## config.mk

```make
export PLATFORM = sky130hd
export DESIGN_NAME = game_scoring
export DESIGN_NICKNAME = d
export VERILOG_FILES = /design/src/rtl/game_scoring.sv
export SDC_FILE = /design/constraint.sdc
export NUM_CORES = 1
export LEC_CHECK = 0
export CAP_MARGIN = 25
export CORE_AREA = 10 10 76 78
export DETAILED_ROUTE_END_ITERATION = 7
export DIE_AREA = 0 0 86 88
export GPL_TIMING_DRIVEN = 0
export PLACE_DENSITY_LB_ADDON = 0.08
export SYNTH_ARGS = -nofsm -noshare
export SYNTH_HDL_FRONTEND = slang
export SYNTH_SLANG_ARGS = --single-unit
```

## constraint.sdc

```tcl
create_clock -name clk -period 2.7 [get_ports clk]
set_clock_uncertainty 0.2 [all_clocks]
set_input_delay 0.54 -clock clk [delete_from_list [all_inputs] [get_ports clk]]
set_output_delay 0.54 -clock clk [all_outputs]
set_load 0.02 [all_outputs]
```

## src/rtl/game_scoring.sv

```systemverilog
// Game-state and scoring stage: BCD score, pellet/lives bookkeeping, frame-based
// pacman/ghost collision detection and the INIT/PLAY/WIN/LOSE game FSM.
module game_scoring #(
  parameter int unsigned TOTAL_PELLETS = 240,
  parameter int unsigned LIVES         = 3,
  parameter int unsigned H_LAST        = 799,
  parameter int unsigned V_LAST        = 524
) (
  input  logic        clk,
  input  logic        reset,
  input  logic        start,
  input  logic        ack,
  input  logic        foodEaten,
  input  logic [9:0]  hCount,
  input  logic [9:0]  vCount,
  input  logic        pacmanFill,
  input  logic [3:0]  ghostFill,
  output logic [15:0] score,
  output logic [1:0]  lives,
  output logic        lifeLost,
  output logic        win,
  output logic        lose,
  output logic [1:0]  state
);

  localparam int unsigned PW = $clog2(TOTAL_PELLETS + 1);
  localparam logic [PW-1:0] PELLETS_INIT = PW'(TOTAL_PELLETS);
  localparam logic [1:0]    LIVES_INIT   = 2'(LIVES);
  localparam logic [9:0]    H_END        = 10'(H_LAST);
  localparam logic [9:0]    V_END        = 10'(V_LAST);
  localparam logic [15:0]   SCORE_MAX    = 16'h9990;

  typedef enum logic [1:0] {
    INIT = 2'b00,
    PLAY = 2'b01,
    WIN  = 2'b10,
    LOSE = 2'b11
  } state_t;

  state_t          state_q, state_d;
  logic [15:0]     score_q, score_d, score_inc;
  logic [1:0]      lives_q, lives_d;
  logic [PW-1:0]   pellets_q, pellets_d;
  logic            coll_q, coll_d;
  logic            life_lost_q, life_lost_d;
  logic            win_q, win_d;
  logic            lose_q, lose_d;
  logic            coll_now, frame_end, hit, last_pellet;

  // Tens-digit BCD increment; ones digit is always 0, saturates at 9990.
  always_comb begin
    score_inc = score_q;
    if (score_q != SCORE_MAX) begin
      if (score_q[7:4] != 4'd9) begin
        score_inc[7:4] = score_q[7:4] + 4'd1;
      end else begin
        score_inc[7:4] = 4'd0;
        if (score_q[11:8] != 4'd9) begin
          score_inc[11:8] = score_q[11:8] + 4'd1;
        end else begin
          score_inc[11:8]  = 4'd0;
          score_inc[15:12] = score_q[15:12] + 4'd1;
        end
      end
    end
  end

  always_comb begin
    state_d     = state_q;
    score_d     = score_q;
    lives_d     = lives_q;
    pellets_d   = pellets_q;
    coll_d      = 1'b0;
    life_lost_d = 1'b0;
    coll_now    = pacmanFill & (|ghostFill);
    frame_end   = (hCount == H_END) && (vCount == V_END);
    hit         = 1'b0;
    last_pellet = foodEaten && (pellets_q == PW'(1));

    case (state_q)
      INIT: begin
        score_d   = '0;
        lives_d   = LIVES_INIT;
        pellets_d = PELLETS_INIT;
        if (start) state_d = PLAY;
      end
      PLAY: begin
        coll_d = !frame_end && (coll_q || coll_now);
        hit    = frame_end && (coll_q || coll_now);
        if (foodEaten) begin
          score_d = score_inc;
          if (pellets_q != '0) pellets_d = pellets_q - 1'b1;
        end
        // A win on the same edge as a hit takes priority and spares the life.
        if (last_pellet) begin
          state_d = WIN;
        end else if (hit) begin
          if (lives_q > 2'd1) begin
            lives_d     = lives_q - 2'd1;
            life_lost_d = 1'b1;
          end else begin
            lives_d = '0;
            state_d = LOSE;
          end
        end
      end
      WIN, LOSE: begin
        if (ack) begin
          state_d   = INIT;
          score_d   = '0;
          lives_d   = LIVES_INIT;
          pellets_d = PELLETS_INIT;
        end
      end
      default: state_d = INIT;
    endcase

    win_d  = (state_d == WIN);
    lose_d = (state_d == LOSE);
  end

  always_ff @(posedge clk) begin
    if (!reset) begin
      state_q     <= INIT;
      score_q     <= '0;
      lives_q     <= LIVES_INIT;
      pellets_q   <= PELLETS_INIT;
      coll_q      <= 1'b0;
      life_lost_q <= 1'b0;
      win_q       <= 1'b0;
      lose_q      <= 1'b0;
    end else begin
      state_q     <= state_d;
      score_q     <= score_d;
      lives_q     <= lives_d;
      pellets_q   <= pellets_d;
      coll_q      <= coll_d;
      life_lost_q <= life_lost_d;
      win_q       <= win_d;
      lose_q      <= lose_d;
    end
  end

  assign score    = score_q;
  assign lives    = lives_q;
  assign lifeLost = life_lost_q;
  assign win      = win_q;
  assign lose     = lose_q;
  assign state    = state_q;

endmodule

```

**Word-level counts from Yosys, hierarchy flattened**

Cells that the tools add are included.

- Multipliers: 0
- Add/subtract/negate cells: 5
- Muxes and demuxes: 24
- Divide/modulo/power cells: 0
- Reductions and logical operators: 18
- Equal/unequal tests: 19
- Bitwise logic cells: 4
- Shift operators: 0
- $lt $le $gt $ge: 1

Operators with widths:

| kind | number |
|---|---|
| 16-bit one-hot mux with 3 select lines | 1 |
| 16-bit 2-to-1 mux | 2 |
| 8-bit 2-to-1 mux | 4 |
| 8-bit one-hot mux with 3 select lines | 1 |
| 10-bit equality test (second input constant) | 2 |
| 2-bit 2-to-1 mux | 9 |
| 16-bit inequality test (second input constant) | 1 |
| 2-bit inequality test (second input constant) | 8 |
| 4-bit by 1-bit adder with 4-bit output (second input constant) | 3 |
| 12-bit 2-to-1 mux | 1 |
| 4-bit 2-to-1 mux | 3 |
| 2-bit one-hot mux with 3 select lines | 2 |
| 3-bit AND reduction | 3 |
| 2-bit equality test (second input constant) | 4 |
| 8-bit by 1-bit equality test with 1-bit output (second input constant) | 1 |
| 4-bit inequality test (second input constant) | 2 |
| 8-bit nonzero test | 1 |
| 4-bit OR reduction | 2 |
| 8-bit by 1-bit subtractor with 8-bit output (second input constant) | 1 |
| 5-bit AND reduction | 1 |
| 1-bit logical AND | 4 |
| 2-bit AND reduction | 2 |
| 4-bit AND reduction | 1 |
| 1-bit NOT | 3 |
| 9 further kinds | 9 |

- RAM bits: 0
- Input bits: 30
- Flip-flop bits (word level): 32
- Bits in latches: 0
- Memories kept: 0
- Output and inout port bits: 23
- Bits in read-only memories: 0

**Depth between registers and ports, before layout**

- Depth in word-level cells: 8
- Depth in mapped cells: 7
- Depth with buffers taken out: 6

**Worst setup path after synthesis**

No wires, ideal clock.

- Kind: input-to-reg
- From: input port vCount[4]
- To: register lives_q[0], in the netlist lives[0]
- Slack: 0.525 ns
- Arrival time: 1.830 ns
- Stages: 4
- Library setup time: 0.145 ns
- Cells stage by stage: or4_4 > or3_4 > o41ai_2 > o211ai_1

- Word-level cells in the longest chain between the ends: 5

RTL lines:

| what | line | RTL |
|---|---|---|
| start: declaration | 15 | `input logic [9:0] vCount,` |
| 10-bit equality test | 76 | `frame_end = (hCount == H_END) && (vCount == V_END);` |
| 1-bit logical AND | 76 |  |
| 1-bit logical AND | 89 | `hit = frame_end && (coll_q \|\| coll_now);` |
| 2-bit inequality test (no source line) | n/a |  |
| 3-bit AND reduction (no source line) | n/a |  |
| end signal: assignment | 135 | `lives_q <= lives_d;` |
| end: declaration | 42 | `logic [1:0] lives_q, lives_d;` |

Every way passes these cells.
A chain may end at the register's enable or synchronous reset.

**Final worst setup path**

- From: input port foodEaten
- To: register score_q[5], in the netlist score[5]

- Word-level cells in the longest chain between the ends: 2

RTL lines:

| what | line | RTL |
|---|---|---|
| start: declaration | 13 | `input logic foodEaten,` |
| 2-bit inequality test (no source line) | n/a |  |
| 3-bit AND reduction (no source line) | n/a |  |
| end signal: assignment | 134 | `score_q <= score_d;` |
| end: declaration | 41 | `logic [15:0] score_q, score_d, score_inc;` |

Every way passes these cells.

==> results.toml <==
[cells_and_area]
fin_area_um2 = 2260
regArea_um2 = 561
multiInputGateArea_um2 = 996
drive_above_1_share_pct = 8.50
finalNetCount = 288
area_growth_pct = 35.9
fin_util_pct = 52.7
num_antenna_cells = 0
finalNonFillerCells = 299
fillers = 408

[detailed_routing]
vias_per_cell = 5.45
drtIter0Drc = 106
vias = 1630
drc = 0
antenna_left = 0
routed_wl_um = 4630
first_pass_iters = 4
wl_per_cell_um = 15.5

[yosys]
yosys.area.top_type = "dfxtp_1"
syn_area_um2 = 1660
synth_flop_cell = "dfxtp_1"
yosysSeqAreaShare_pct = 33.7
synth_cell_type_count = 46
synth.top_cell.area_share_pct = 33.7
yosysWarningCount = 0
ys_ff_latch = 28
async_flop_share_pct = 0
synth_area_leaders = "dfxtp_1 (34%), ha_1 (6.8%), or4_1 (5.4%)"
synth-edff-count = 0
synth_cells = 193
syn_avg_cell_area_um2 = 8.62

[clock_tree]
numClockSinks = 28
clockBufferDepth = 2
clock_latency_ns = 0.27
post-cts-setup-buffers = 0
hold_buffers = 0
cts_tree = "done"
h-tree-depth = 1
root_buffer = "clkbuf_8"
ctsResizeCount = 0
numCtsBuffers = 3
path_clk_slew_ns = 0.09

[min_path]
min_from = "pellets_q[1]$_SDFFE_PN0P_"
hold_end = "pellets_q[1]$_SDFFE_PN0P_"
hold_depth = 2
hold_path.class = "reg2reg"

[setup_path]
r2r-start = "score[12]$_SDFFE_PN0P_"
path_delay_family = "buffers and inverters"
cp_data_arrival_time_ns = 2.51
worst-r2r-setup-slack_ns = 0.52
cp-start-kind = "primary input"
path_cells = "clkdlybuf4s50_1, or3b_2, nand2_1, buf_2, buf_4, o21ai_0, a21oi_1"
reg2regPathDepth = 5
max_stage_delay_ns = 0.54
path_class = "in2reg"
end_kind = "register"
cpMaxStageDelayCell = "or3b_2"
cp_max_fo = 10
critPathRequiredTime_ns = 2.71
reg2reg_to = "score[5]$_SDFFE_PN0P_"
crit_buf_inv = 3

[power_and_ir_drop]
p_leak_nw = 0.790
p_comb_share_pct = 18.2
switching_share_pct = 25.9
vdd_drop_max_uv = 178
p_per_area_nw_per_um2 = 360
power.share.clock_pct = 28.5
switchingPower_uw = 211
p_int_uw = 603
pwr-share-seq_pct = 53.3

[floorplan]
initial_core_util_pct = 38.8
core_um2 = 4290
die_w_um = 86
dieArea_um2 = 7570
die_h_um = 88
pin_count = 53
rows = 24

[place]
dp_cells = 296
gp_congestion = 0.795
dp_slack_ns = -0.0700
numPortBuffers = 48
hpwl_um = 3650
place_area_um2 = 2220

[grt]
grt_overflow = 0
first_global_vias = 1541
track_usage_pct = 12.4
antenna_found_initial = 0
grt_max_degree = 15
grt_pass1_wl_um = 7830

[sta]
rsz0062_at_grt = "no"
setup_violations = 0
fmax_mhz = 400
final_max_slew_viol_count = 0
slew_headroom_pct = 45.8
fin_ws_ns = 0.199
min_period_ns = 2.50
hold_viol_final = 0
tightestPinTransition_ns = 0.805
fin_crit_sh_pct = 92.6
final.setup.tns_ns = 0

[flow_run]
cap_violations = 0

[run_status]
status = "finished clean"
[power groups by stage]
| stage | clock, mW | sequential (mW) | combinational (mW) |
|---|---|---|---|
| final | 0.232 | 0.434 | 0.148 |
| after floorplan | 0 | 0.446 | 0.0716 |
| after CTS | 0.241 | 0.434 | 0.148 |
| after global placement | 0 | 0.443 | 0.146 |
| after global routing | 0.257 | 0.436 | 0.164 |
| after detailed placement | 0 | 0.443 | 0.147 |
[metrics by stage]
stage          hold slack (ns)  power, mW
2_1_floorplan            0.259      0.518
3_3_place_gp             0.276      0.589
3_5_place_dp             0.290      0.591
4_1_cts                  0.303      0.822
5_1_grt                  0.350      0.857
6_report                 0.302      0.814
[Yosys cell counts, drive strengths merged, types with 3 or more instances]
cell    instances
nand4           5
or4bb           3
a21oi          15
nor2            8
o211ai          3
o31ai          10
inv            11
dfxtp          28
or3             9
nand2           5
or4            14
nor4            5
ha              9
nand3           8
nand3b          5
buf            11
o21ai          13
[flip-flops by register name (all words and copies together), names as in the netlist]
name and cells:
coll_q 1, state 2, lives 2, lose 1, pellets_q 8, win 1, lifeLost 1, score 12
[worst max path at each step]
stage	startpoint	end	slack, ns	cells past startpoint
6_report	foodEaten	score[5]$_SDFFE_PN0P_	0.20	7
5_1_grt	reset	score[10]$_SDFFE_PN0P_	0.03	5
4_1_cts	foodEaten	score[5]$_SDFFE_PN0P_	0.22	7
3_5_place_dp	foodEaten	score[5]$_SDFFE_PN0P_	-0.07	7
3_3_place_gp	foodEaten	score[5]$_SDFFE_PN0P_	-0.08	7
2_1_floorplan	vCount[4]	lives[0]$_SDFFE_PN1P_	0.52	4
[cell usage in the layout, fill, tap and decap left out, types with 2 or more instances in the layout]
cell type         n
clkdlybuf4s50_1  48
dfxtp_1          28
a21oi_1          15
or4_1            12
inv_1            11
o21ai_0          11
o31ai_1          10
ha_1              9
nand3_1           8
nor2_1            8
or3_1             8
buf_2             5
nand3b_1          5
nand2_1           5
nand4_1           5
nor4_1            5
buf_4             5
conb_1            4
o211ai_1          3
clkbuf_8          3
nand2b_1          2
nor3_1            2
and3b_1           2
o21ai_1           2
nor2b_1           2
o21a_1            2
or4_4             2
or4bb_1           2
nand4bb_1         2
nor3b_1           2
a211oi_1          2
[layout make-up]
class	instances	share of cell area, %
multi-input combinational	145	44.0
sequential	28	24.8
timing repair buffer	48	21.2
buffer	12	3.43
tap	52	2.88
clock buffer	3	1.83
inverter	11	1.83
[tightest hold or removal path, cell delays in order (launching register included)]
cell     delay, ns
dfxtp_1       0.33
o21ai_0       0.07
a21oi_1       0.06
[kinds of logic (layout without fill, tap and decap cells)]
| logic type | after synthesis | after routing | share of synthesized area (%) |
|---|---|---|---|
| DFF | 28 | 28 | 33.7 |
| buffers and inverters | 23 | 74 | 7.14 |
| AOI/OAI and AO/OA | 51 | 51 | 19.6 |
| other | 1 | 4 | 0.225 |
| and+or+nand+nor | 80 | 80 | 32.0 |
| xor gates and xnor gates | 1 | 1 | 0.526 |
| adders and majority gates | 9 | 9 | 6.77 |
[layer usage]
| metal | track usage, % | vias up | share of wire (%) |
|---|---|---|---|
| met5 | 0 | - | 0 |
| met4 | 3.14 | 0 | 0.73 |
| met3 | 2.60 | 4 | 4.8 |
| met2 | 20.8 | 31 | 50 |
| met1 | 15.7 | 760 | 45 |
| li1 | - | 835 | - |
(Power assumes the default switching activity.)
